`config.mk`:
```
export PLATFORM = sky130hd
export DESIGN_NAME = branch_resolve_btb
export DESIGN_NICKNAME = d
export VERILOG_FILES = /design/src/rtl/branch_resolve_btb.sv
export SDC_FILE = /design/constraint.sdc
export NUM_CORES = 2
export LEC_CHECK = 0
export ABC_CLOCK_PERIOD_IN_PS = 5530
export BUFFER_PORTS_ARGS = -buffer_cell sky130_fd_sc_hd__buf_4
export CAP_MARGIN = 20
export CORE_AREA = 2 2 375 266
export CTS_CLUSTER_SIZE = 14
export DETAILED_ROUTE_END_ITERATION = 16
export DIE_AREA = 0 0 377 268
export HOLD_SLACK_MARGIN = 0.02
export PLACE_DENSITY = 0.82
export SYNTH_ARGS = -nofsm -noshare
export SYNTH_HDL_FRONTEND = slang
export SYNTH_SLANG_ARGS = --single-unit
```
`constraint.sdc`:
```
create_clock -name CLK -period 5.53 [get_ports CLK]
set_input_delay 0.2765 -clock CLK [delete_from_list [all_inputs] [get_ports CLK]]
set_output_delay 0.2765 -clock CLK [all_outputs]
set_load 0.01 [all_outputs]
```
`src/rtl/branch_resolve_btb.sv`:
```
// ID-stage conditional-branch resolution with a direct-mapped BTB predictor.
// Mispredicts redirect the PC and flush IF/ID in the same cycle; branch and mispredict counts saturate.
module branch_resolve_btb #(
  parameter int IDX_W = 4,
  parameter int XLEN  = 32
) (
  input  logic            CLK,
  input  logic            RSTn,
  input  logic [XLEN-1:0] IF_PC,
  output logic            PRED_TAKEN,
  output logic [XLEN-1:0] PRED_TARGET,
  input  logic            ID_VALID,
  input  logic            ID_IS_BRANCH,
  input  logic [2:0]      ID_FUNCT3,
  input  logic [XLEN-1:0] ID_PC,
  input  logic [XLEN-1:0] ID_IMM,
  input  logic            ID_PRED_TAKEN,
  input  logic [XLEN-1:0] ID_PRED_TARGET,
  input  logic            STALL_ID,
  input  logic            BrEq,
  input  logic            BrLt,
  output logic            is_sign,
  output logic            REDIRECT,
  output logic [XLEN-1:0] REDIRECT_PC,
  output logic            FLUSH_IF_ID,
  output logic [31:0]     BR_CNT,
  output logic [31:0]     MISP_CNT
);

  localparam int ENTRIES = 2 ** IDX_W;
  localparam int TAG_W   = XLEN - IDX_W - 2;
  localparam logic [XLEN-1:0] PC_STEP = XLEN'(4);

  logic [ENTRIES-1:0] valid_q;
  logic [TAG_W-1:0]   tag_q    [ENTRIES];
  logic [XLEN-1:0]    target_q [ENTRIES];
  logic [1:0]         ctr_q    [ENTRIES];
  logic [31:0]        br_cnt_q, br_cnt_d;
  logic [31:0]        misp_cnt_q, misp_cnt_d;

  logic [IDX_W-1:0] lk_idx, up_idx;
  logic [TAG_W-1:0] lk_tag, up_tag;
  logic             lk_hit, up_hit;

  logic            legal, resolve, taken, mispredict, write_en;
  logic [XLEN-1:0] tgt, seq;
  logic [1:0]      ctr_d;
  logic [XLEN-1:0] target_d;

  logic unused_if_pc_lsbs;
  assign unused_if_pc_lsbs = ^IF_PC[1:0];

  // Fetch-side lookup reads the array as it stood before any same-cycle update.
  assign lk_idx      = IF_PC[IDX_W+1:2];
  assign lk_tag      = IF_PC[XLEN-1:IDX_W+2];
  assign lk_hit      = valid_q[lk_idx] && (tag_q[lk_idx] == lk_tag);
  assign PRED_TAKEN  = RSTn && lk_hit && ctr_q[lk_idx][1];
  assign PRED_TARGET = (RSTn && lk_hit) ? target_q[lk_idx] : '0;

  assign up_idx = ID_PC[IDX_W+1:2];
  assign up_tag = ID_PC[XLEN-1:IDX_W+2];
  assign up_hit = valid_q[up_idx] && (tag_q[up_idx] == up_tag);

  assign is_sign = (ID_FUNCT3 == 3'b100) || (ID_FUNCT3 == 3'b101);
  assign legal   = (ID_FUNCT3 != 3'b010) && (ID_FUNCT3 != 3'b011);
  assign resolve = RSTn && ID_VALID && ID_IS_BRANCH && legal && !STALL_ID;
  assign tgt     = ID_PC + ID_IMM;
  assign seq     = ID_PC + PC_STEP;

  always_comb begin
    taken = 1'b0;
    case (ID_FUNCT3)
      3'b000:         taken = BrEq;
      3'b001:         taken = !BrEq;
      3'b100, 3'b110: taken = BrLt;
      3'b101, 3'b111: taken = !BrLt;
      default:        taken = 1'b0;
    endcase
  end

  assign mispredict  = resolve && ((taken != ID_PRED_TAKEN) ||
                                   (taken && ID_PRED_TAKEN && (ID_PRED_TARGET != tgt)));
  assign REDIRECT    = mispredict;
  assign FLUSH_IF_ID = mispredict;
  assign REDIRECT_PC = mispredict ? (taken ? tgt : seq) : '0;

  // A not-taken branch that misses the BTB leaves it untouched.
  always_comb begin
    write_en = resolve && (up_hit || taken);
    ctr_d    = 2'b10;
    target_d = tgt;
    if (up_hit) begin
      if (taken) begin
        ctr_d    = (ctr_q[up_idx] == 2'b11) ? 2'b11 : ctr_q[up_idx] + 2'b01;
        target_d = tgt;
      end else begin
        ctr_d    = (ctr_q[up_idx] == 2'b00) ? 2'b00 : ctr_q[up_idx] - 2'b01;
        target_d = target_q[up_idx];
      end
    end
  end

  always_ff @(posedge CLK or negedge RSTn) begin
    if (!RSTn) begin
      valid_q <= '0;
      for (int i = 0; i < ENTRIES; i++) begin
        tag_q[i]    <= '0;
        target_q[i] <= '0;
        ctr_q[i]    <= 2'b01;
      end
    end else if (write_en) begin
      valid_q[up_idx]  <= 1'b1;
      tag_q[up_idx]    <= up_tag;
      target_q[up_idx] <= target_d;
      ctr_q[up_idx]    <= ctr_d;
    end
  end

  assign br_cnt_d   = (resolve && (br_cnt_q != '1)) ? br_cnt_q + 32'd1 : br_cnt_q;
  assign misp_cnt_d = (mispredict && (misp_cnt_q != '1)) ? misp_cnt_q + 32'd1 : misp_cnt_q;

  always_ff @(posedge CLK or negedge RSTn) begin
    if (!RSTn) begin
      br_cnt_q   <= '0;
      misp_cnt_q <= '0;
    end else begin
      br_cnt_q   <= br_cnt_d;
      misp_cnt_q <= misp_cnt_d;
    end
  end

  assign BR_CNT   = br_cnt_q;
  assign MISP_CNT = misp_cnt_q;

endmodule

```
Word-level counts from Yosys, hierarchy flattened
Index checks and enable logic that the tools add are counted.
{"block": "op_classes", "mux": 43, "bitwise_logic": 3, "add_sub_neg": 6, "n_eq_ne": 14, "n_lt_le_gt_ge": 6, "n_reduce_logical": 27}
{"cell": "bitwise mux 512 bit", "count": 1}
{"cell": "bitwise mux 416 bit", "count": 1}
{"cell": "2-to-1 mux 32 bit", "count": 10}
{"cell": "binary-select mux 32 bit (select 4 bit)", "count": 2}
{"cell": "binary-select mux 26 bit (select 4 bit)", "count": 2}
{"cell": "2-to-1 mux 26 bit", "count": 5}
{"cell": "demux 32 bit (select 4 bit)", "count": 1}
{"cell": "demux 26 bit (select 4 bit)", "count": 1}
{"cell": "adder 32 x 1 -> 32 bit (second input constant)", "count": 2}
{"cell": "!= test 32 bit (second input constant)", "count": 2}
{"cell": "== test 26 bit", "count": 2}
{"cell": "adder 32 x 3 -> 32 bit (second input constant)", "count": 1}
{"cell": "adder 32 bit", "count": 1}
{"cell": "bitwise mux 32 bit", "count": 1}
{"cell": "!= test 32 bit", "count": 1}
{"cell": "2-to-1 mux 2 bit", "count": 9}
{"cell": "logical AND 1 bit", "count": 17}
{"cell": "binary-select mux 2 bit (select 4 bit)", "count": 2}
{"cell": "bitwise OR 16 bit", "count": 1}
{"cell": "== test 3 bit (second input constant)", "count": 4}
{"cell": ">= comparator 5 bit (second input constant)", "count": 2}
{"cell": "less-than comparator 4 x 5 -> 1 bit (second input constant)", "count": 2}
{"cell": "inverter 4 -> 5 bit", "count": 2}
{"cell": "binary-select mux 1 bit (select 4 bit)", "count": 2}
{"cell": "17 further kinds", "count": 25}
{"block": "word_totals", "regBits": 1040, "input_bits": 139, "word_cells": 150}

Longest topological paths before layout
{"block": "depth", "depth_word": 9, "depth_mapped": 20, "ltp_nobuf": 16}

Least setup slack after synthesis
Ideal clock, no wire load.
{"block": "synth_timing", "path_kind": "input-to-output", "from": "input port ID_PC[0]", "to": "output port REDIRECT", "arrival_ps": 4143, "path_buffers": 3, "path_stages": 16, "slack_ps": 1111, "cell_sequence": "ha_1 -> fa_1 -> a21oi_1 -> o221ai_1 -> a221oi_1 -> o211a_1 -> o31ai_1 -> mux2i_1 -> or4_1 -> or4_1 -> nor2_1 -> nand2b_1 -> clkbuf_1 -> buf_2 -> inv_1 -> buf_4"}
{"block": "synth_between", "elab_chain_len": 5}
{"item": "start: declaration", "line": "15", "text": "input logic [XLEN-1:0] ID_PC,"}
{"item": "adder 32 bit", "line": "67", "text": "assign tgt = ID_PC + ID_IMM;"}
{"item": "!= test 32 bit", "line": "82", "text": "(taken && ID_PRED_TAKEN && (ID_PRED_TARGET != tgt)));"}
{"item": "logical AND 1 bit", "line": "82"}
{"item": "logical OR 1 bit", "line": "81", "text": "assign mispredict = resolve && ((taken != ID_PRED_TAKEN) ||"}
{"item": "logical AND 1 bit", "line": "81"}
{"item": "end: declaration", "line": "23", "text": "output logic REDIRECT,"}
Every way passes these cells.

Worst setup path after layout
{"block": "layout_timing", "from": "input port ID_PC[7]", "to": "output port REDIRECT_PC[11]"}
{"block": "layout_between", "elab_chain_len": 6, "elab_cells_between_ends": 8}
{"item": "adder 32 bit", "line": "67"}
{"item": "!= test 32 bit", "line": "82"}
{"item": "logical AND 1 bit", "line": "82"}
{"item": "logical OR 1 bit", "line": "81"}
{"item": "logical AND 1 bit", "line": "81"}
{"item": "2-to-1 mux 32 bit *", "line": "85", "text": "assign REDIRECT_PC = mispredict ? (taken ? tgt : seq) : '0;"}
{"item": "end: declaration", "line": "24", "text": "output logic [XLEN-1:0] REDIRECT_PC,"}
Every way passes the cells marked *; elsewhere a longest branch is shown, timed or not.

==> flow_metrics.env <==
export IMPL_die_h_um=268
export IMPL_slew_limit_headroom_pct=24.8
export IMPL_grt_start_max_net_pins=168
export IMPL_netlist_top_cells_area="sky130_fd_sc_hd__dfrtp_1, sky130_fd_sc_hd__mux4_2, sky130_fd_sc_hd__mux2_2"
export IMPL_peak_supply_drop_mv=0.230
export IMPL_timing_final_crit_share_pct=95.4
export IMPL_die_x_um=377
export IMPL_layout_cells_most_common_list="sky130_fd_sc_hd__dfrtp_1, sky130_fd_sc_hd__nand2_1, sky130_fd_sc_hd__mux4_2"
export IMPL_report_final_slew_viol_count=0
export IMPL_dp_hpwl_um=120000
export IMPL_post_layout_total_power_mw=18.1
export IMPL_synth_edf_count=0
export IMPL_deepest_level_of_the_cts_h_tree=3
export IMPL_critPathSlowestCell="sky130_fd_sc_hd__or4_1"
export IMPL_critical_path_s_top_delay_family="simple AND/OR/NAND/NOR gates"
export IMPL_postRouteWirelength_um=193000
export IMPL_finalNetCount=5053
export IMPL_gp_congestion=1.01
export IMPL_synth_seq_cells=1040
export IMPL_clkLatencyLatePin_ns=0.72
export IMPL_global_route_overflow_total=0
export IMPL_global_route_wire_length_before_repair_um=287000
export IMPL_worstSetupPathType="primary input to output pin"
export IMPL_critical_path_buf_inv_count=5
export IMPL_synth_largest_area_cell="sky130_fd_sc_hd__dfrtp_1"
export IMPL_power_density_mw_per_mm2=278
export IMPL_synth_top_flop_cell="sky130_fd_sc_hd__dfrtp_1"
export IMPL_final_common_cell="sky130_fd_sc_hd__dfrtp_1"
export IMPL_cts_buffer_depth=3
export IMPL_drc=0
export IMPL_cts_sinks=1040
export IMPL_timing_hold_violations_final=0
export IMPL_crit_path_cell_trace="dlygate4sd3_1 -> buf_4 -> ha_2 -> nand4_1 -> nor4_1 -> a22oi_1 -> buf_4 -> a311oi_1 -> o211a_2 -> xnor2_1 -> nand4b_1 -> or4_1 -> nor2_2 -> nand2b_1 -> buf_4 -> a211oi_1 -> buf_4"
export IMPL_setup_worst_path_end_class="output pin"
export IMPL_clock_tree_root_cell="sky130_fd_sc_hd__clkbuf_16"
export IMPL_cp_slowest_stage_delay_ns=0.57
export IMPL_setup_viol=0
export IMPL_track_usage_pct=38.5
export IMPL_cp_data_required_time_ns=5.25
export IMPL_syn2layout_area_growth_pct=12.2
export IMPL_min_path_type="primary input to flip-flop"
export IMPL_timing_critical_path_fanout_max=22
export IMPL_cap_viol_max_count=0
export IMPL_syn_nets=4914
export IMPL_power_leakage_nw=29.4
export IMPL_yosys_cell_types_count=80
export IMPL_most_numerous_cell_on_the_critical_path="sky130_fd_sc_hd__buf_4"
export IMPL_wire_per_inst_um=30.9
export IMPL_yosys_warnings=0
export IMPL_detailedRoute_firstPassIterationCount=6
export IMPL_period_needed_ns=5.28
export IMPL_effective_utilization_at_floorplan_pct=59.6
export IMPL_cts_inserted_buffers=100
export IMPL_via_per_inst=7.21
export IMPL_startpoint_type="primary input"
export IMPL_seq_area_frac_synth_pct=44.9
export IMPL_number_of_global_route_vias_before_repair=45119
export IMPL_final_antenna_net_count=0
export IMPL_synth_cells=4736
export IMPL_postSynth_asyncResetShare_pct=100
export IMPL_drive_gt1_share_pct=32.3
export IMPL_syn_area_per_cell_sq_um=12.2
export IMPL_timing_worst_slew_pin_value_ns=1.13
export IMPL_skew_ns=0.0271
export IMPL_synth_top_cell_area_share_pct=44.2
export IMPL_dr_first_iter_drc_count=6978
export IMPL_worst_endpoint_arrival_ns=5.00
export IMPL_synth_cell_area_sq_mm=0.0580
export IMPL_vias=44986
export IMPL_num_io_pins=271
export IMPL_num_rows=96
export IMPL_fp_dieArea_sq_mm=0.101
export IMPL_port_buffer_count=268
export IMPL_placeable_core_region_sq_mm=0.0973
export IMPL_setup_repair_after_global_routing_missed_its_margin="false"
export IMPL_outcome="finished, final reports clean"
export IMPL_totalNegativeSetupSlack_ns=0
export IMPL_path_clk_slew_ns=0.06
export IMPL_cts_tree="built"
export IMPL_antenna_found_initial=12
export IMPL_max_freq_mhz=190
## worst min-delay path: stages
cell and delay (ns):
sky130_fd_sc_hd__buf_4 0.11, sky130_fd_sc_hd__buf_4 0.20, sky130_fd_sc_hd__nand2_1 0.08, sky130_fd_sc_hd__nand2_1 0.04
## metal layers
layer  vias up  routed length (um)  global-route usage, %  share of wire (%)
li1      17663                   -                      -                  -
met1     22859               67700                   50.8                 35
met2      3689               84500                   55.6                 44
met3       761               29600                   15.5                 15
met4        14               11100                   19.5                5.7
met5         -                  85                      0              0.044
## state kept, by name (all words and copies together), names as in the netlist
| register | count |
|---|---|
| tag_q | 416 |
| MISP_CNT | 32 |
| target_q | 512 |
| BR_CNT | 32 |
| valid_q | 16 |
| ctr_q | 32 |
## metrics by stage
stage	hold WS (ns)	area, sq um	util [%]	setup slack (ns)	std cells
after floorplan	-0.0191	58000	-	1.11	4736
after global placement	0.253	61500	63.2	0.598	6034
after detailed placement	0.259	61500	63.2	0.438	6034
after CTS	0.0232	64900	66.7	0.154	6225
after global routing	0.0585	65000	66.8	0.0402	6232
final	0.0526	65000	66.8	0.254	6239
## what timing repair did
item / 4_1_cts / 5_1_grt
gates resized for setup: 0 / 5
hold endpoints to repair: 91 / 0
buffers inserted: 0 / 0
endpoints found under the setup margin: 0 / 34
hold buffers: 8 / 0
## final cells by class
type	count	area, sq um
Antenna cell	9	22.5
Clock buffer	136	2790
Clock inverter	47	582
Fill cell	6629	32300
Inverter	33	126
Multi-Input combinational cell	3228	29700
Sequential cell	1040	26000
Tap cell	1274	1590
Timing Repair Buffer	472	4130
## cells by family after synthesis
logic type	share of synthesized area, %
AO/OA/AOI/OAI	6.90
XOR/XNOR	3.27
adder cells (fa/ha/maj)	0.889
buffers and inverters	3.88
flip-flops	44.9
multiplexers	30.6
AND/OR/NAND/NOR	9.49
## synth_stat cells (38+ instances only)
cell type and instances:
sky130_fd_sc_hd__nand3_1 65, sky130_fd_sc_hd__nand2_1 654, sky130_fd_sc_hd__buf_6 41, sky130_fd_sc_hd__xnor2_1 116
sky130_fd_sc_hd__mux2i_1 43, sky130_fd_sc_hd__buf_1 44, sky130_fd_sc_hd__a21oi_1 271, sky130_fd_sc_hd__nor2_1 330
sky130_fd_sc_hd__mux2_2 306, sky130_fd_sc_hd__ha_1 38, sky130_fd_sc_hd__buf_4 39, sky130_fd_sc_hd__o21ai_0 334
sky130_fd_sc_hd__clkbuf_1 282, sky130_fd_sc_hd__mux4_2 603, sky130_fd_sc_hd__nor2b_1 39, sky130_fd_sc_hd__xor2_1 79
sky130_fd_sc_hd__dfrtp_1 1024
## path summary, 6_finish.rpt
| path | start | endpoint | slack (ns) | cells past startpoint |
|---|---|---|---|---|
| max | ID_PC[7] | REDIRECT_PC[11] | 0.25 | 17 |
| min | ID_PC[15] | tag_q[321]$_DFFE_PN0P_ | 0.05 | 4 |
| max reg2reg | tag_q[290]$_DFFE_PN0P_ | target_q[477]$_DFFE_PN0P_ | 0.65 | 12 |
| min reg2reg | ctr_q[8]$_DFFE_PN1P_ | ctr_q[8]$_DFFE_PN1P_ | 0.47 | 2 |
| max in group asynchronous | RSTn | target_q[280]$_DFFE_PN0P_ | 2.91 | 6 |
| min in group asynchronous | RSTn | target_q[294]$_DFFE_PN0P_ | 0.12 | 2 |
## power breakdown
part | internal (mW) | switching [mW]
Clock | 4.03 | 3.13
Sequential | 7.92 | 0.275
Combinational | 1.10 | 1.63
Power figures use the tool's default switching activity.
